**src/rtl/multicycle_accumulator_cpu.sv**
```systemverilog
// rtl/multicycle_accumulator_cpu.sv - multi-cycle accumulator CPU with req/valid instruction and data ports
// FETCH/DECODE/MEM/EXEC/HALT sequencer; every output comes straight from a flop.
module multicycle_accumulator_cpu #(
   parameter int unsigned DATA_W   = 32,
   parameter int unsigned PC_W     = 8,
   parameter int unsigned DADDR_W  = 9,
   parameter int unsigned RESET_PC = 0,
   parameter int unsigned CNT_W    = 32
) (
   input  logic               clk,
   input  logic               reset,
   output logic               imem_req,
   output logic [PC_W-1:0]    imem_addr,
   input  logic               imem_valid,
   input  logic [15:0]        imem_rdata,
   output logic               dmem_req,
   output logic               dmem_we,
   output logic [DADDR_W-1:0] dmem_addr,
   output logic [DATA_W-1:0]  dmem_wdata,
   input  logic               dmem_valid,
   input  logic [DATA_W-1:0]  dmem_rdata,
   output logic               halted,
   output logic [DATA_W-1:0]  acc,
   output logic [PC_W-1:0]    pc,
   output logic [CNT_W-1:0]   retired
);

   typedef enum logic [2:0] {
      S_FETCH,
      S_DECODE,
      S_MEM,
      S_EXEC,
      S_HALT
   } state_e;

   typedef enum logic [2:0] {
      OP_JMP  = 3'b000,
      OP_JRP  = 3'b001,
      OP_LDN  = 3'b010,
      OP_STO  = 3'b011,
      OP_SUBA = 3'b100,
      OP_SUBB = 3'b101,
      OP_CMP  = 3'b110,
      OP_STP  = 3'b111
   } op_e;

   state_e               state_q,      state_d;
   logic [PC_W-1:0]      pc_q,         pc_d;
   logic [DATA_W-1:0]    acc_q,        acc_d;
   logic [15:0]          ir_q,         ir_d;
   logic [DATA_W-1:0]    mdr_q,        mdr_d;
   logic [CNT_W-1:0]     retired_q,    retired_d;
   logic                 halted_q,     halted_d;
   logic                 imem_req_q,   imem_req_d;
   logic                 dmem_req_q,   dmem_req_d;
   logic                 dmem_we_q,    dmem_we_d;
   logic [DADDR_W-1:0]   dmem_addr_q,  dmem_addr_d;
   logic [DATA_W-1:0]    dmem_wdata_q, dmem_wdata_d;

   op_e                  opcode;
   logic                 unused_ir_bits;

   assign opcode         = op_e'(ir_q[15:13]);
   // Operand bits above DADDR_W are architecturally ignored.
   assign unused_ir_bits = ^ir_q;

   always_comb begin
      state_d      = state_q;
      pc_d         = pc_q;
      acc_d        = acc_q;
      ir_d         = ir_q;
      mdr_d        = mdr_q;
      retired_d    = retired_q;
      halted_d     = halted_q;
      imem_req_d   = imem_req_q;
      dmem_req_d   = dmem_req_q;
      dmem_we_d    = dmem_we_q;
      dmem_addr_d  = dmem_addr_q;
      dmem_wdata_d = dmem_wdata_q;

      case (state_q)
         S_FETCH: begin
            if (!imem_req_q) begin
               imem_req_d = 1'b1;
            end else if (imem_valid) begin
               imem_req_d = 1'b0;
               ir_d       = imem_rdata;
               pc_d       = pc_q + PC_W'(1);
               state_d    = S_DECODE;
            end
         end

         S_DECODE: begin
            case (opcode)
               OP_STP: begin
                  state_d   = S_HALT;
                  halted_d  = 1'b1;
                  retired_d = retired_q + CNT_W'(1);
               end
               OP_CMP:  state_d = S_EXEC;
               default: state_d = S_MEM;
            endcase
         end

         S_MEM: begin
            // Address, direction and write data are captured once with req and held until valid.
            if (!dmem_req_q) begin
               dmem_req_d   = 1'b1;
               dmem_we_d    = (opcode == OP_STO);
               dmem_addr_d  = ir_q[DADDR_W-1:0];
               dmem_wdata_d = acc_q;
            end else if (dmem_valid) begin
               dmem_req_d = 1'b0;
               dmem_we_d  = 1'b0;
               mdr_d      = dmem_rdata;
               state_d    = S_EXEC;
            end
         end

         S_EXEC: begin
            case (opcode)
               OP_JMP:  pc_d  = mdr_q[PC_W-1:0];
               OP_JRP:  pc_d  = pc_q + mdr_q[PC_W-1:0];
               OP_LDN:  acc_d = -mdr_q;
               OP_SUBA,
               OP_SUBB: acc_d = acc_q - mdr_q;
               OP_CMP: begin
                  if (acc_q[DATA_W-1]) pc_d = pc_q + PC_W'(1);
               end
               default: ;
            endcase
            retired_d = retired_q + CNT_W'(1);
            state_d   = S_FETCH;
         end

         S_HALT: ;

         default: state_d = S_FETCH;
      endcase
   end

   always_ff @(posedge clk) begin
      if (reset) begin
         state_q      <= S_FETCH;
         pc_q         <= PC_W'(RESET_PC);
         acc_q        <= '0;
         ir_q         <= '0;
         mdr_q        <= '0;
         retired_q    <= '0;
         halted_q     <= 1'b0;
         imem_req_q   <= 1'b0;
         dmem_req_q   <= 1'b0;
         dmem_we_q    <= 1'b0;
         dmem_addr_q  <= '0;
         dmem_wdata_q <= '0;
      end else begin
         state_q      <= state_d;
         pc_q         <= pc_d;
         acc_q        <= acc_d;
         ir_q         <= ir_d;
         mdr_q        <= mdr_d;
         retired_q    <= retired_d;
         halted_q     <= halted_d;
         imem_req_q   <= imem_req_d;
         dmem_req_q   <= dmem_req_d;
         dmem_we_q    <= dmem_we_d;
         dmem_addr_q  <= dmem_addr_d;
         dmem_wdata_q <= dmem_wdata_d;
      end
   end

   assign imem_req   = imem_req_q;
   assign imem_addr  = pc_q;
   assign dmem_req   = dmem_req_q;
   assign dmem_we    = dmem_we_q;
   assign dmem_addr  = dmem_addr_q;
   assign dmem_wdata = dmem_wdata_q;
   assign halted     = halted_q;
   assign acc        = acc_q;
   assign pc         = pc_q;
   assign retired    = retired_q;

endmodule

```
**config.mk**
```make
export PLATFORM = sky130hd
export DESIGN_NAME = multicycle_accumulator_cpu
export DESIGN_NICKNAME = d
export VERILOG_FILES = /design/src/rtl/multicycle_accumulator_cpu.sv
export SDC_FILE = /design/constraint.sdc
export NUM_CORES = 1
export LEC_CHECK = 0
export CORE_UTILIZATION = 40
export CTS_CLUSTER_DIAMETER = 150
export CTS_CLUSTER_SIZE = 8
export DETAILED_ROUTE_END_ITERATION = 6
export GPL_ROUTABILITY_DRIVEN = 0
export PLACE_DENSITY = 0.73
export RECOVER_POWER = 100
export SYNTH_ARGS = -nofsm -noshare
export SYNTH_HDL_FRONTEND = slang
export SYNTH_SLANG_ARGS = --single-unit
```
**constraint.sdc**
```tcl
create_clock -name clk -period 7.76 [get_ports clk]
set_input_delay 1.552 -clock clk [delete_from_list [all_inputs] [get_ports clk]]
set_output_delay 1.552 -clock clk [all_outputs]
set_load 0.05 [all_outputs]
```
# --- After elaboration in Yosys (flattened, before gate mapping) ---
# Cells that the tools add are included.
# Widths: inputs -> output; s select.
classes:
  addsub: 5
  mul: 0
  div: 0
  n_lt_le_gt_ge: 0
  eq_ne: 19
  shift: 0
  n_mux: 20
  n_bitwise: 2
  n_reduce_logical: 15
op_table:
  columns: ["operator", "count"]
  rows:
  - ["$pmux 32 s2", 2]
  - ["$add 32x1->32 const B", 1]
  - ["$mux 32", 1]
  - ["$neg 32->32", 1]
  - ["$sub 32x32->32", 1]
  - ["$mux 8", 3]
  - ["$pmux 8 s3", 1]
  - ["$pmux 8 s2", 1]
  - ["$eq 3x3->1 const B", 5]
  - ["$eq 3x2->1 const B", 4]
  - ["$mux 3", 4]
  - ["$ne 2x2->1 const B", 6]
  - ["$pmux 3 s4", 1]
  - ["$reduce_and 2->1", 5]
  - ["$reduce_and 5->1", 2]
  - ["$add 8x1->8 const B", 1]
  - ["$add 8x8->8", 1]
  - ["$eq 3x1->1 const B", 2]
  - ["$logic_not 3->1", 2]
  - ["$mux 1", 6]
  - ["$pmux 3 s2", 1]
  - ["$reduce_and 3->1", 2]
  - ["$reduce_bool 2->1", 3]
  - ["$ne 4x2->1 const B", 1]
  - ["other kinds (3)", 4]
word_totals:
  regBits: 168
  latch_bits: 0
  ram_bits: 0
  rom_bits: 0
  in_bits: 52
  output_inout_bits: 125
  wordCells: 73
  n_memories: 0

# --- Depth between registers and ports, before layout ---
logic_depth:
  ltp_word: 4
  ltp_mapped: 14
  mapped_depth_nobuf: 13

# --- Worst setup path after synthesis ---
# OpenSTA, ideal clock, no wires.
synth_timing:
  path_kind: "flip-flop to flip-flop"
  start: "register ir_q[14]"
  end: "register acc_q[31], in the netlist acc[31]"
  setup_time_ps: 131
  arrival_time_ps: 2967
  required_ps: 7629
  path_slack_ps: 4662
  stages_incl_launch_ff: 14
  path_buffers: 2
  synth_period_minus_slack_ps: 3098
  path_cell_list: "dfxtp_1 -> and2b_2 -> clkbuf_1 -> and2_1 -> ha_1 -> buf_2 -> nand4_1 -> or3_1 -> a211oi_1 -> o221ai_1 -> a21o_1 -> a211oi_2 -> mux2i_1 -> o21ai_0"
synth_via:
  elab_chain_cells: 4
  word_cells_on_any_way: 7
  classes_between: "eq/ne (3); mux (1); reduce/logical (3)"
synth_lines:
  columns: ["item", "line_no", "source"]
  rows:
  - ["start, declared", "50", "logic [15:0] ir_q, ir_d;"]
  - ["start signal, assigned", "160", "ir_q <= ir_d;"]
  - ["$eq 3x3->1", "121", "case (opcode)"]
  - ["$reduce_or 2->1", "121", null]
  - ["$reduce_bool 2->1 (no source line)", null, null]
  - ["$reduce_and 2->1 (no source line)", null, null]
  - ["end signal, assigned", "146", "acc_q <= '0;"]
  - ["end signal, assigned", "159", "acc_q <= acc_d;"]
  - ["end, declared", "49", "logic [DATA_W-1:0] acc_q, acc_d;"]
# Parallel ways exist; a longest one is shown, timed or not.
# A chain may end at the register's enable or synchronous reset.

==> flow_metrics.tcl <==
set metrics [dict create \
    status "finished, violations left" \
    violations "max-capacitance violations, max-slew violations" \
    syn_nets 1202 \
    setup_viol 0 \
    ys_seq_area_frac 0.3836 \
    min-delay-start "dmem_wdata[15]" \
    required_ns 8.04 \
    cts_buffer_depth 2 \
    fin_nets 1338 \
    grt.overflow.total 0 \
    cts-resized-gates 0 \
    num_io_pins 177 \
    totalWireLength_um 21780 \
    cellLeakagePower_nw 4.399 \
    worstPathMaxFanout 95 \
    hold_slack_ns 0.4505 \
    dr.pass1.iters 5 \
    fp.dieArea_um2 21990 \
    powerDensity_nw_per_um2 167.1 \
    synth_common_cells "nand2_1, dfxtp_1, a21oi_1" \
    synthTopCellsByArea "dfxtp_1, nand2_1, a21oi_1" \
    critPathBufInv 2 \
    drv_cap 1 \
    met3_wirelength_um 947 \
    hold_buffers 0 \
    ctsRootBufferMaster "clkbuf_16" \
    synthCells 1104 \
    hold_path_class "flip-flop to flip-flop" \
    drv_slew 77 \
    fp.dieW_um 148.3 \
    grt_max_degree 96 \
    tightest_slew_ns 3.358 \
    cts_htree_levels 4 \
    synth_edf_count 0 \
    critPathTopFamily "buffers and inverters" \
    power.total_w 0.001839 \
    via_count 7876 \
    synthFlopType "dfxtp_1" \
    yosysMostFrequentCell "nand2_1" \
    cts_buffers 17 \
    routed-wl-met2_um 10290 \
    cts_tree "done" \
    postSynthAreaPerCell_um2 7.753 \
    cp-end-kind "flip-flop" \
    detail_route.iter0.violations 437 \
    grt_pass1_wl_um 35490 \
    routedWlPerCell_um 14.26 \
    io_buffers 172 \
    slew_headroom -1.238 \
    grt_use_total 0.1997 \
    fin_crit_sh 0.6375 \
    worstSetupPathType "input pin to flip-flop" \
    reg2reg_to "acc[30]" \
    clkTransAtPathRegs_ns 0.07 \
    via_per_inst 5.154 \
    worst_r2r_startpoint "ir_q[15]" \
    layout-drive-gt1-share 0.05188 \
    synth_top_area_share 0.3836 \
    rsz0062_at_grt "no" \
    yosysWarnings 0 \
    antenna_cells 0 \
    synth_seq_cells 164 \
    vdd_ir_drop_max_v 0.0001266 \
    ant_nets 0 \
    async_flop_share 0 \
    critical_path.max_stage_delay_ns 2.31 \
    skew_ns 0.01247 \
    num_rows 53 \
    worst-r2r-cell-count 12 \
    min_to "dmem_wdata[15]" \
    initial_core_util 0.4072 \
    slowest_stage "clkbuf_1" \
    area_delta_synth_final_pct 28.59 \
    post-route-drc-count 0 \
    path_cells "clkbuf_1, buf_4, nand3b_1, o31ai_1" \
    clock-sinks 164 \
    grt_pass1_vias 7260 \
    final.min_clock_period_ns 4.947 \
    fmax_ghz 0.2021 \
    core_area_um2 21020 \
    wl_met1_um 10210 \
    hold_viol 0 \
    cp.arrival_ns 5.23 \
    synthesis.area_um2 8559 \
    hold_path_depth 2 \
    synthDistinctLibCells 72 \
    antenna_found_initial 0 \
    dieHeight_um 148.3 \
    post-cts-setup-buffers 0 \
    yosysTopAreaCell "dfxtp_1" \
    r2r_setup_slack_ns 3.87 \
    startpoint_type "input pin" \
    setup_tns_ns 0 \
    routed.top_layer "met4" \
    dp_hpwl_um 14990 \
    clk_latency_ns 0.43 \
]
-- how the worst max path moves through the flow --
stage | start | depth (start not counted) | to | slack, ns
floorplan | ir_q[14] | 13 | acc[31] | 4.66
global placement | ir_q[15] | 12 | acc[30] | 4.06
detailed placement | ir_q[15] | 12 | acc[30] | 4.01
CTS | ir_q[15] | 12 | acc[30] | 3.87
global route | reset | 4 | acc[30] | 2.43
finish | reset | 4 | acc[30] | 2.81
-- report_power, final --
group / switching [W] / internal, W
Combinational: 0.0000923 / 0.0000542
Sequential: 0.0000117 / 0.000850
Clock: 0.000399 / 0.000431
Total: 0.000503 / 0.00134
-- registers in the layout, summed over array words and instances (netlist names) --
signal and count:
state_q 3, ir_q 12, mdr_q 32, acc 32, imem_addr 8, dmem_wdata 32
dmem_req 1, halted 1, imem_req 1, dmem_we 1, dmem_addr 9, retired 32
-- worst min-delay path, stage by stage (launching register included) --
cell and delay (ns):
dfxtp_1 0.31, nand2_1 0.05, a21oi_1 0.05
-- placed cells by master (no fill, tap or decap), types with 7 or more instances in the layout --
cell               n
xor2_1            19
clkbuf_16         17
and3_1             8
xnor2_1           34
a22oi_1           13
nand4_1            7
nand3_1           16
nor2_1            69
or3_1             12
inv_1             53
nor3_1            19
clkdlybuf4s50_1   46
a211oi_1          12
dfxtp_1          164
nand2_1          245
o21ai_0           33
ha_1              44
and2_1            33
a21o_1            12
dlygate4sd3_1    125
a21oi_1          150
-- cell families after synthesis --
group / Yosys count / synth area share
compound gates: 271 / 0.1905
xor+xnor: 53 / 0.05423
fa+ha+maj: 46 / 0.06900
buf+inv: 113 / 0.05350
flops: 164 / 0.3836
mux: 2 / 0.002339
simple gates: 455 / 0.2469
-- area by class of cell --
| class | instances | area [um2] |
|---|---|---|
| clock buffer | 17 | 425.4 |
| clock inverter | 15 | 160.2 |
| fill | 1994 | 10010 |
| inverter | 53 | 198.9 |
| multi-input combinational | 827 | 4842 |
| sequential | 164 | 3283 |
| tap | 275 | 344.1 |
| timing repair buffer | 177 | 1753 |
-- layer usage --
layer  GRT usage  vias to the layer above
li1            -                     4028
met1      0.2596                     3648
met2      0.3352                      174
met3     0.03589                       26
met4     0.06082                        0
met5           0                        -
-- through the flow --
stage / setup slack (ns) / util / instances / instance area [um2]
5_1_grt: 2.435 / 0.5236 / 1528 / 11010
4_1_cts: 3.866 / 0.5238 / 1528 / 11010
3_3_place_gp: 4.064 / 0.4959 / 1496 / 10430
6_report: 2.813 / 0.5236 / 1528 / 11010
3_5_place_dp: 4.011 / 0.4959 / 1496 / 10430
2_1_floorplan: 4.662 / - / 1104 / 8559
Note: power is estimated with default switching activity, not from simulation.
